**config.mk**
```make
export PLATFORM = sky130hd
export DESIGN_NAME = pipeline_hazard_ctrl_flat
export DESIGN_NICKNAME = d
export VERILOG_FILES = /design/src/rtl/pipeline_hazard_ctrl_if.sv /design/src/rtl/pipeline_hazard_ctrl.sv /design/src/flat_wrapper.sv
export SDC_FILE = /design/constraint.sdc
export NUM_CORES = 1
export LEC_CHECK = 0
export CORE_MARGIN = 2
export CORE_UTILIZATION = 35
export CTS_CLUSTER_SIZE = 14
export DETAILED_ROUTE_END_ITERATION = 12
export MAX_ROUTING_LAYER = met4
export PLACE_DENSITY = 0.77
export SETUP_SLACK_MARGIN = 0.4
export SLEW_MARGIN = 40
export SYNTH_ARGS = -nofsm -noshare
export SYNTH_HDL_FRONTEND = slang
export SYNTH_SLANG_ARGS = --single-unit
```
**constraint.sdc**
```tcl
create_clock -name clk -period 1.6 [get_ports clk]
set_input_delay 0.32 -clock clk [delete_from_list [all_inputs] [get_ports clk]]
set_output_delay 0.32 -clock clk [all_outputs]
set_load 0.01 [all_outputs]
```
**src/rtl/pipeline_hazard_ctrl_if.sv**
```systemverilog
// Hazard-control bus: EX/ID hazard inputs, interrupt handshake and pipeline
// control outputs grouped so the controller and its user share one port.
interface pipeline_hazard_ctrl_if;
  logic       ex_RF_WR;
  logic [1:0] ex_RF_WR_SEL;
  logic [4:0] ex_WB_ADDR;
  logic [4:0] id_src_x;
  logic [4:0] id_src_y;
  logic       id_uses_x;
  logic       id_uses_y;
  logic       ex_branch_taken;
  logic       int_req;
  logic       i_enable;
  logic       pc_stall;
  logic       if_id_stall;
  logic       if_id_flush;
  logic       nop;
  logic       interupt;
  logic       int_ack;

  // Pipeline side: drives hazard/interrupt inputs, consumes control outputs.
  modport master (
    output ex_RF_WR, ex_RF_WR_SEL, ex_WB_ADDR, id_src_x, id_src_y, id_uses_x, id_uses_y,
    output ex_branch_taken, int_req, i_enable,
    input  pc_stall, if_id_stall, if_id_flush, nop, interupt, int_ack
  );

  // Controller side.
  modport slave (
    input  ex_RF_WR, ex_RF_WR_SEL, ex_WB_ADDR, id_src_x, id_src_y, id_uses_x, id_uses_y,
    input  ex_branch_taken, int_req, i_enable,
    output pc_stall, if_id_stall, if_id_flush, nop, interupt, int_ack
  );
endinterface

```
**src/rtl/pipeline_hazard_ctrl.sv**
```systemverilog
// Pipeline hazard controller: branch flush, load-use stall and interrupt
// injection sequencing. Outputs are combinational in state, cnt and inputs.
module pipeline_hazard_ctrl (
  input logic                  clk,
  input logic                  rst_n,
  pipeline_hazard_ctrl_if.slave bus
);

  typedef enum logic [2:0] {
    StRun,
    StFlush,
    StIntDrain,
    StIntInject,
    StIntWait
  } state_e;

  state_e     state_q, state_d;
  logic [1:0] cnt_q, cnt_d;

  logic load_hazard;
  logic pc_stall_c, if_id_stall_c, if_id_flush_c, nop_c, interupt_c, int_ack_c;

  // Load in EX feeding a source operand the ID instruction actually reads.
  always_comb begin
    load_hazard = bus.ex_RF_WR && (bus.ex_RF_WR_SEL == 2'h1) &&
                  ((bus.id_uses_x && (bus.id_src_x == bus.ex_WB_ADDR)) ||
                   (bus.id_uses_y && (bus.id_src_y == bus.ex_WB_ADDR)));
  end

  // State and counter registers; reset aborts any sequence in flight.
  always_ff @(posedge clk or negedge rst_n) begin
    if (!rst_n) begin
      state_q <= StRun;
      cnt_q   <= 2'd0;
    end else begin
      state_q <= state_d;
      cnt_q   <= cnt_d;
    end
  end

  // Next-state and raw control outputs. The entry cycle in RUN counts as the
  // first flush/drain cycle, so the follow-on state lasts while cnt counts 1->0.
  always_comb begin
    state_d       = state_q;
    cnt_d         = cnt_q;
    pc_stall_c    = 1'b0;
    if_id_stall_c = 1'b0;
    if_id_flush_c = 1'b0;
    nop_c         = 1'b0;
    interupt_c    = 1'b0;
    int_ack_c     = 1'b0;
    case (state_q)
      StRun: begin
        if (bus.ex_branch_taken) begin
          if_id_flush_c = 1'b1;
          nop_c         = 1'b1;
          cnt_d         = 2'd1;
          state_d       = StFlush;
        end else if (load_hazard) begin
          pc_stall_c    = 1'b1;
          if_id_stall_c = 1'b1;
          nop_c         = 1'b1;
        end else if (bus.int_req && bus.i_enable) begin
          pc_stall_c    = 1'b1;
          if_id_stall_c = 1'b1;
          nop_c         = 1'b1;
          cnt_d         = 2'd1;
          state_d       = StIntDrain;
        end
      end
      StFlush: begin
        if_id_flush_c = 1'b1;
        nop_c         = 1'b1;
        cnt_d         = cnt_q - 2'd1;
        if (cnt_q <= 2'd1) begin
          cnt_d   = 2'd0;
          state_d = StRun;
        end
      end
      StIntDrain: begin
        pc_stall_c    = 1'b1;
        if_id_stall_c = 1'b1;
        nop_c         = 1'b1;
        cnt_d         = cnt_q - 2'd1;
        if (cnt_q <= 2'd1) begin
          cnt_d   = 2'd0;
          state_d = StIntInject;
        end
      end
      StIntInject: begin
        interupt_c = 1'b1;
        int_ack_c  = 1'b1;
        pc_stall_c = 1'b1;
        state_d    = StIntWait;
      end
      StIntWait: begin
        if_id_flush_c = 1'b1;
        nop_c         = 1'b1;
        state_d       = StRun;
      end
      default: begin
        cnt_d   = 2'd0;
        state_d = StRun;
      end
    endcase
  end

  // Outputs are forced low while reset is held, even if inputs show a hazard.
  always_comb begin
    bus.pc_stall    = rst_n & pc_stall_c;
    bus.if_id_stall = rst_n & if_id_stall_c;
    bus.if_id_flush = rst_n & if_id_flush_c;
    bus.nop         = rst_n & nop_c;
    bus.interupt    = rst_n & interupt_c;
    bus.int_ack     = rst_n & int_ack_c;
  end

endmodule

```
**src/flat_wrapper.sv**
```systemverilog
// flat-port wrapper written by rule: the top's interface ports become plain ports
module pipeline_hazard_ctrl_flat 
  (clk, rst_n, bus_ex_RF_WR, bus_ex_RF_WR_SEL, bus_ex_WB_ADDR, bus_id_src_x, bus_id_src_y, bus_id_uses_x, bus_id_uses_y, bus_ex_branch_taken, bus_int_req, bus_i_enable, bus_pc_stall, bus_if_id_stall, bus_if_id_flush, bus_nop, bus_interupt, bus_int_ack);
  pipeline_hazard_ctrl_if bus_i ();
  input logic clk;
  input logic rst_n;
  input wire logic [$bits(bus_i.ex_RF_WR)-1:0] bus_ex_RF_WR;
  input wire logic [$bits(bus_i.ex_RF_WR_SEL)-1:0] bus_ex_RF_WR_SEL;
  input wire logic [$bits(bus_i.ex_WB_ADDR)-1:0] bus_ex_WB_ADDR;
  input wire logic [$bits(bus_i.id_src_x)-1:0] bus_id_src_x;
  input wire logic [$bits(bus_i.id_src_y)-1:0] bus_id_src_y;
  input wire logic [$bits(bus_i.id_uses_x)-1:0] bus_id_uses_x;
  input wire logic [$bits(bus_i.id_uses_y)-1:0] bus_id_uses_y;
  input wire logic [$bits(bus_i.ex_branch_taken)-1:0] bus_ex_branch_taken;
  input wire logic [$bits(bus_i.int_req)-1:0] bus_int_req;
  input wire logic [$bits(bus_i.i_enable)-1:0] bus_i_enable;
  output wire logic [$bits(bus_i.pc_stall)-1:0] bus_pc_stall;
  output wire logic [$bits(bus_i.if_id_stall)-1:0] bus_if_id_stall;
  output wire logic [$bits(bus_i.if_id_flush)-1:0] bus_if_id_flush;
  output wire logic [$bits(bus_i.nop)-1:0] bus_nop;
  output wire logic [$bits(bus_i.interupt)-1:0] bus_interupt;
  output wire logic [$bits(bus_i.int_ack)-1:0] bus_int_ack;
  assign bus_i.ex_RF_WR = bus_ex_RF_WR;
  assign bus_i.ex_RF_WR_SEL = bus_ex_RF_WR_SEL;
  assign bus_i.ex_WB_ADDR = bus_ex_WB_ADDR;
  assign bus_i.id_src_x = bus_id_src_x;
  assign bus_i.id_src_y = bus_id_src_y;
  assign bus_i.id_uses_x = bus_id_uses_x;
  assign bus_i.id_uses_y = bus_id_uses_y;
  assign bus_i.ex_branch_taken = bus_ex_branch_taken;
  assign bus_i.int_req = bus_int_req;
  assign bus_i.i_enable = bus_i_enable;
  assign bus_pc_stall = bus_i.pc_stall;
  assign bus_if_id_stall = bus_i.if_id_stall;
  assign bus_if_id_flush = bus_i.if_id_flush;
  assign bus_nop = bus_i.nop;
  assign bus_interupt = bus_i.interupt;
  assign bus_int_ack = bus_i.int_ack;
  pipeline_hazard_ctrl u_core (.clk(clk), .rst_n(rst_n), .bus(bus_i));
endmodule
```
==> After elaboration in Yosys (flattened, before gate mapping) <==
Index checks and enable logic that the tools add are counted.
{ "op_classes": {"add_sub_neg": 1, "n_lt_le_gt_ge": 1, "n_eq_ne": 11, "muxes": 21, "bitwise_logic": 6, "reduce_logical": 14} }
{ "ops": {"columns": ["cell", "n"], "rows": [
  ["3-bit two-way mux", 5],
  ["3-bit one-hot mux with 4 select lines", 1],
  ["5-bit equality test", 2],
  ["2-bit two-way mux", 4],
  ["1-bit one-hot mux with 2 select lines", 4],
  ["2-bit OR reduction", 4],
  ["3-bit by 2-bit equality test with 1-bit output (second input constant)", 2],
  ["1-bit two-way mux", 6],
  ["2-bit one-hot mux with 3 select lines", 1],
  ["1-bit bitwise AND", 5],
  ["1-bit logical AND", 5],
  ["2-bit by 1-bit != test with 1-bit output (second input constant)", 2],
  ["4-bit AND reduction", 1],
  ["3-bit by 1-bit equality test with 1-bit output (second input constant)", 1],
  ["3-bit equality test (second input constant)", 1],
  ["3-bit logical NOT", 1],
  ["3-bit by 2-bit != test with 1-bit output (second input constant)", 1],
  ["3-bit != test (second input constant)", 1],
  ["3-bit AND reduction", 1],
  ["3-bit OR reduction", 1],
  ["2-bit by 1-bit equality test with 1-bit output (second input constant)", 1],
  ["2-bit by 1-bit less-or-equal comparator with 1-bit output (second input constant)", 1],
  ["2-bit by 1-bit subtractor with 2-bit output (second input constant)", 1],
  ["1-bit logical OR", 1],
  ["1-bit inverter", 1]
]} }
{ "totals": {"ff_bits": 5} }

==> Depth between registers and ports, before layout <==
{ "logic_depth": {"ltp_word": 8, "ltp_mapped": 5, "mapped_depth_nobuf": 5} }

==> Worst setup path before layout <==
OpenSTA, ideal clock, no wires.
{ "synth_path": {"path_type": "input to output", "start": "input bus_ex_RF_WR_SEL[1]", "end": "output bus_pc_stall", "arrival_time_ns": 1.227, "required_ns": 1.280, "setup_slack_ns": 0.053, "cell_stages": 4, "n_path_buf": 0, "cell_sequence": "nand3b_1 -> nor4_1 -> nor2_1 -> a31oi_1"} }
{ "synth_between": {"elab_chain_cells": 7} }
{ "synth_rtl": {"columns": ["element", "line_no", "text"], "rows": [
  ["start, declared", "flat_wrapper.sv:8", "input wire logic [$bits(bus_i.ex_RF_WR_SEL)-1:0] bus_ex_RF_WR_SEL;"],
  ["2-bit by 1-bit equality test with 1-bit output", "pipeline_hazard_ctrl.sv:25", "load_hazard = bus.ex_RF_WR && (bus.ex_RF_WR_SEL == 2'h1) &&"],
  ["1-bit logical AND (2 in a row)", "pipeline_hazard_ctrl.sv:25", null],
  ["1-bit two-way mux", "pipeline_hazard_ctrl.sv:59", "end else if (load_hazard) begin"],
  ["1-bit two-way mux", "pipeline_hazard_ctrl.sv:54", "if (bus.ex_branch_taken) begin"],
  ["1-bit one-hot mux with 2 select lines", "pipeline_hazard_ctrl.sv:52", "case (state_q)"],
  ["1-bit bitwise AND", "pipeline_hazard_ctrl.sv:110", "bus.pc_stall = rst_n & pc_stall_c;"],
  ["end, declared", "flat_wrapper.sv:17", "output wire logic [$bits(bus_i.pc_stall)-1:0] bus_pc_stall;"]
]} }
No other way between the ends.

==> Worst setup path in the final report <==
{ "layout_path": {"start": "input bus_ex_WB_ADDR[0]", "end": "output bus_pc_stall"} }
{ "layout_between": {"elab_chain_cells": 8, "elab_cells_between_ends": 10} }
{ "layout_rtl": {"columns": ["element", "line_no", "text"], "rows": [
  ["start, declared", "flat_wrapper.sv:9", "input wire logic [$bits(bus_i.ex_WB_ADDR)-1:0] bus_ex_WB_ADDR;"],
  ["5-bit equality test, on equally long branches", "pipeline_hazard_ctrl.sv:26, pipeline_hazard_ctrl.sv:27", null],
  ["1-bit logical AND, on equally long branches", "pipeline_hazard_ctrl.sv:26, pipeline_hazard_ctrl.sv:27", null],
  ["1-bit logical OR (*)", "pipeline_hazard_ctrl.sv:26", "((bus.id_uses_x && (bus.id_src_x == bus.ex_WB_ADDR)) ||"],
  ["1-bit logical AND (*)", "pipeline_hazard_ctrl.sv:25", null],
  ["1-bit two-way mux (*)", "pipeline_hazard_ctrl.sv:59", null],
  ["1-bit two-way mux (*)", "pipeline_hazard_ctrl.sv:54", null],
  ["1-bit one-hot mux with 2 select lines (*)", "pipeline_hazard_ctrl.sv:52", null],
  ["1-bit bitwise AND (*)", "pipeline_hazard_ctrl.sv:110", null]
]} }
Mark *: on every way between the ends. The rest lies on a longest branch, timed or not.

==> flow_summary.rst <==
.. list-table::
   :header-rows: 1

   * - Metric
     - Value
   * - Number of inserted filler cells in the final layout
     - 57
   * - Mean Syn Cell Area
     - between 7 and 8 sq um
   * - Setup Slack @ Placement
     - -0.940 ns
   * - Warning count from the yosys run
     - 0
   * - Count of flip-flops with a built-in enable after synthesis
     - 0
   * - Clock tree skew after final layout
     - about 0.0033 ns
   * - Status
     - complete, but fails checks
   * - Fmax achieved
     - 0.520 GHz
   * - Final worst setup slack
     - -0.325 ns
   * - Number of cell rows
     - 13
   * - Final count of hold timing violations
     - 0
   * - Instance count after placement with tap cells included
     - around 120
   * - Synth Cell Area
     - ~500 sq um
   * - Class of the tightest hold or removal check
     - input port to async pin
   * - Ports placed on the boundary
     - 31
   * - Number of nets with antenna violations after detailed routing
     - 0
   * - Via count
     - between 700 and 800
   * - Critical Path End Type
     - primary output
   * - Critical R2R Capture
     - u_core.cnt_q[0]
   * - ANT cells
     - 0
   * - Starting utilization of the core area
     - 0.378
   * - Commonest register cell after synthesis
     - dfrtp_1
   * - Total power consumption of the routed design
     - 1.31 mW
   * - Count of hold buffers inserted by post-cts repair
     - 0
   * - Clock tree from TritonCTS
     - done
   * - Number of max-slew violations in the final report
     - 0
   * - Transition time of the tightest slew-check pin
     - just under 0.4 ns
   * - Critical path arrival
     - roughly 1.6 ns
   * - Overall die area
     - ~1700 sq um
   * - Gate count of the mapped netlist
     - between 60 and 70
   * - Buffers from clock root to sink, at most
     - 2
   * - Number of different library cells in the post-synthesis netlist
     - 28
   * - Total Nets Final
     - approximately 140
   * - CP startpoint
     - bus_ex_WB_ADDR[0]
   * - Critical path startpoint category
     - input port
   * - Clock-pin slew on the worst setup and hold paths
     - ~0.05 ns
   * - Routability congestion estimate
     - 0.823
   * - Unrepaired setup endpoints after global routing
     - true
   * - Drt wl/cell
     - 17.8 um
   * - Static power due to leakage
     - roughly 0.53 nW
   * - Final number of setup-violating endpoints
     - 6
   * - Largest net degree at the start of global routing
     - 8
   * - Failing checks
     - setup timing
   * - Critical path peak fanout
     - 4
   * - Worst slew margin relative to its limit
     - 0.732
   * - DR vias/cell
     - ~5.9
   * - Synth Net Count
     - 90
   * - TritonCTS Sinks
     - 5
   * - Type of the setup path with the least slack
     - input port to primary output
   * - CP Capture Point
     - bus_pc_stall
   * - P per Cell Area
     - 1090 nW/um^2
   * - DRC
     - 0
   * - Reg2reg path depth
     - 6
   * - Sum of overflow across all layers after global routing
     - 0
   * - Number of antenna violations at the first check in global routing
     - 0
   * - CP required
     - ~1.3 ns
   * - Violation count after the first detailed-routing iteration
     - 38
   * - Max-cap violation count
     - 0
   * - Fin crit share
     - 1.20
   * - Multi-input gate area
     - roughly 560 sq um
   * - Period minus WS final
     - 1.92 ns
   * - DP Area
     - about 970 sq um
   * - Seq/Total Area, Yosys
     - 0.251
   * - Worst vdd ir
     - roughly 0.00056 V
   * - Die span in y
     - 41.7 um
   * - Synthesis-stage register bit count
     - 5
   * - Die span in x
     - 41.7 um
   * - Source-to-sink clock delay at the later pin of the worst-skew pair
     - about 0.25 ns
   * - Final sum of negative setup slack
     - -1.04 ns
   * - Hold Slack
     - 0.306 ns
   * - Sequential standard cell area
     - 129 sq um
   * - Async SR Flop Fraction
     - 1.00
   * - TritonCTS buffer count
     - 3
   * - Wire length of the first global-routing pass
     - approximately 3000 um
   * - First drt pass iteration count
     - 4
   * - Core Util, Final
     - 0.915
   * - Synth-to-layout area growth
     - 142%
   * - Origin of the critical flop-to-flop path
     - u_core.state_q[0]
   * - Total half-perimeter wirelength after legalization and detailed placement
     - 1160 um
   * - Port Buffers
     - 30
   * - H-tree lvl count
     - 1
   * - Vias in the first global route
     - 698
   * - Clock tree root driver cell
     - clkbuf_4
   * - Post-layout instance area
     - about 1200 sq um
   * - Layout cell share with drive strength beyond 1
     - 0.595
   * - CORE AREA
     - 1320 sq um
   * - Total GRT Usage
     - 0.231
   * - Setup slack of the most critical reg-to-reg path
     - 0.24 ns
   * - Number of non-filler instances in the completed layout
     - 131
   * - Aggregate routed wire length
     - approximately 2300 um
-- cell usage after synthesis (2+ instances only) --
master | number | share of area
clkbuf_1 | 2 | 0.015
a31oi_1 | 2 | 0.025
nand2b_1 | 2 | 0.025
o21ai_0 | 6 | 0.060
a21oi_1 | 6 | 0.060
nor3_1 | 3 | 0.030
nor4_1 | 2 | 0.025
nor2b_1 | 2 | 0.025
nand4_1 | 2 | 0.025
dfrtp_1 | 5 | 0.25
xnor2_1 | 6 | 0.11
nor2_1 | 5 | 0.038
xor2_1 | 4 | 0.070
nand2_1 | 4 | 0.030
-- worst max-delay path, cell delays in order --
cell and delay, ns:
clkdlybuf4s15_1 0.23, xor2_2 0.22, nor4_4 0.32, nor2_2 0.08
buf_6 0.14, a31oi_2 0.13, buf_2 0.16
-- report_power, final --
| part | leakage, nW | internal [mW] | switching, mW |
|---|---|---|---|
| registers | 0.0602 | 0.172 | 0.0735 |
| clock network | 0.0150 | 0.0951 | 0.0643 |
| logic | 0.454 | 0.480 | 0.424 |
-- what timing repair did --
action / 4_1_cts / 5_1_grt
pin swaps: 17 / 4
resized for setup: 106 / 15
gates cloned: 0 / 0
endpoints found under the setup margin: 10 / 10
setup buffers: 3 / 2
-- layout by cell type (no fill, tap or decap), types with 2 or more instances in the layout --
| cell type | instances |
|---|---|
| dfrtp_2 | 3 |
| dlygate4sd2_1 | 10 |
| nor3_4 | 2 |
| o21ai_0 | 5 |
| nand2b_1 | 2 |
| clkbuf_4 | 3 |
| buf_2 | 4 |
| clkdlybuf4s50_1 | 3 |
| nand4_1 | 2 |
| nor2_1 | 2 |
| nand2_1 | 3 |
| xor2_2 | 2 |
| nor4_4 | 2 |
| xnor2_2 | 6 |
| xor2_1 | 2 |
| a21oi_1 | 4 |
| nor2_2 | 3 |
| buf_4 | 13 |
| buf_6 | 20 |
| dfrtp_1 | 2 |
-- kinds of logic (layout without fill, tap and decap cells) --
family,after synthesis,count (layout),synth area share
AOI/OAI and AO/OA,20,20,0.246
buffers and inverters,5,56,0.0477
adders and majority gates,1,1,0.0201
muxes,1,1,0.0201
xor gates and xnor gates,10,10,0.176
and+or+nand+nor,23,23,0.239
DFF,5,5,0.251
-- how the worst min path moves through the flow --
stage | from | to | slack [ns] | cells after the start
after floorplan | rst_n | u_core.cnt_q[0] | 0.02 | 0
after global placement | u_core.cnt_q[1] | u_core.state_q[0] | 0.51 | 1
after detailed placement | u_core.cnt_q[1] | u_core.state_q[0] | 0.52 | 1
after CTS | rst_n | u_core.state_q[1] | 0.30 | 1
after global routing | rst_n | u_core.state_q[1] | 0.31 | 1
final | rst_n | u_core.state_q[1] | 0.31 | 1
-- state kept, by name, indices dropped and copies added (netlist names) --
name / cells
u_core.state_q: 3
u_core.cnt_q: 2
-- layer usage --
metal	wire (um)	vias up	part of all wire	GRT usage
li1	-	335	-	-
met1	841	346	0.36	0.213
met2	1170	71	0.50	0.441
met3	217	15	0.093	0.0304
met4	103	0	0.044	0.135
met5	0	-	0	-
-- cell type report --
type / instances / share of cell area
flip-flops and latches: 5 / 0.107
clock buffers: 4 / 0.0218
well taps: 15 / 0.0156
multi-input cells: 55 / 0.463
inverters: 1 / 0.00311
repair buffers: 51 / 0.390
Note: power is estimated with default switching activity, not from simulation.
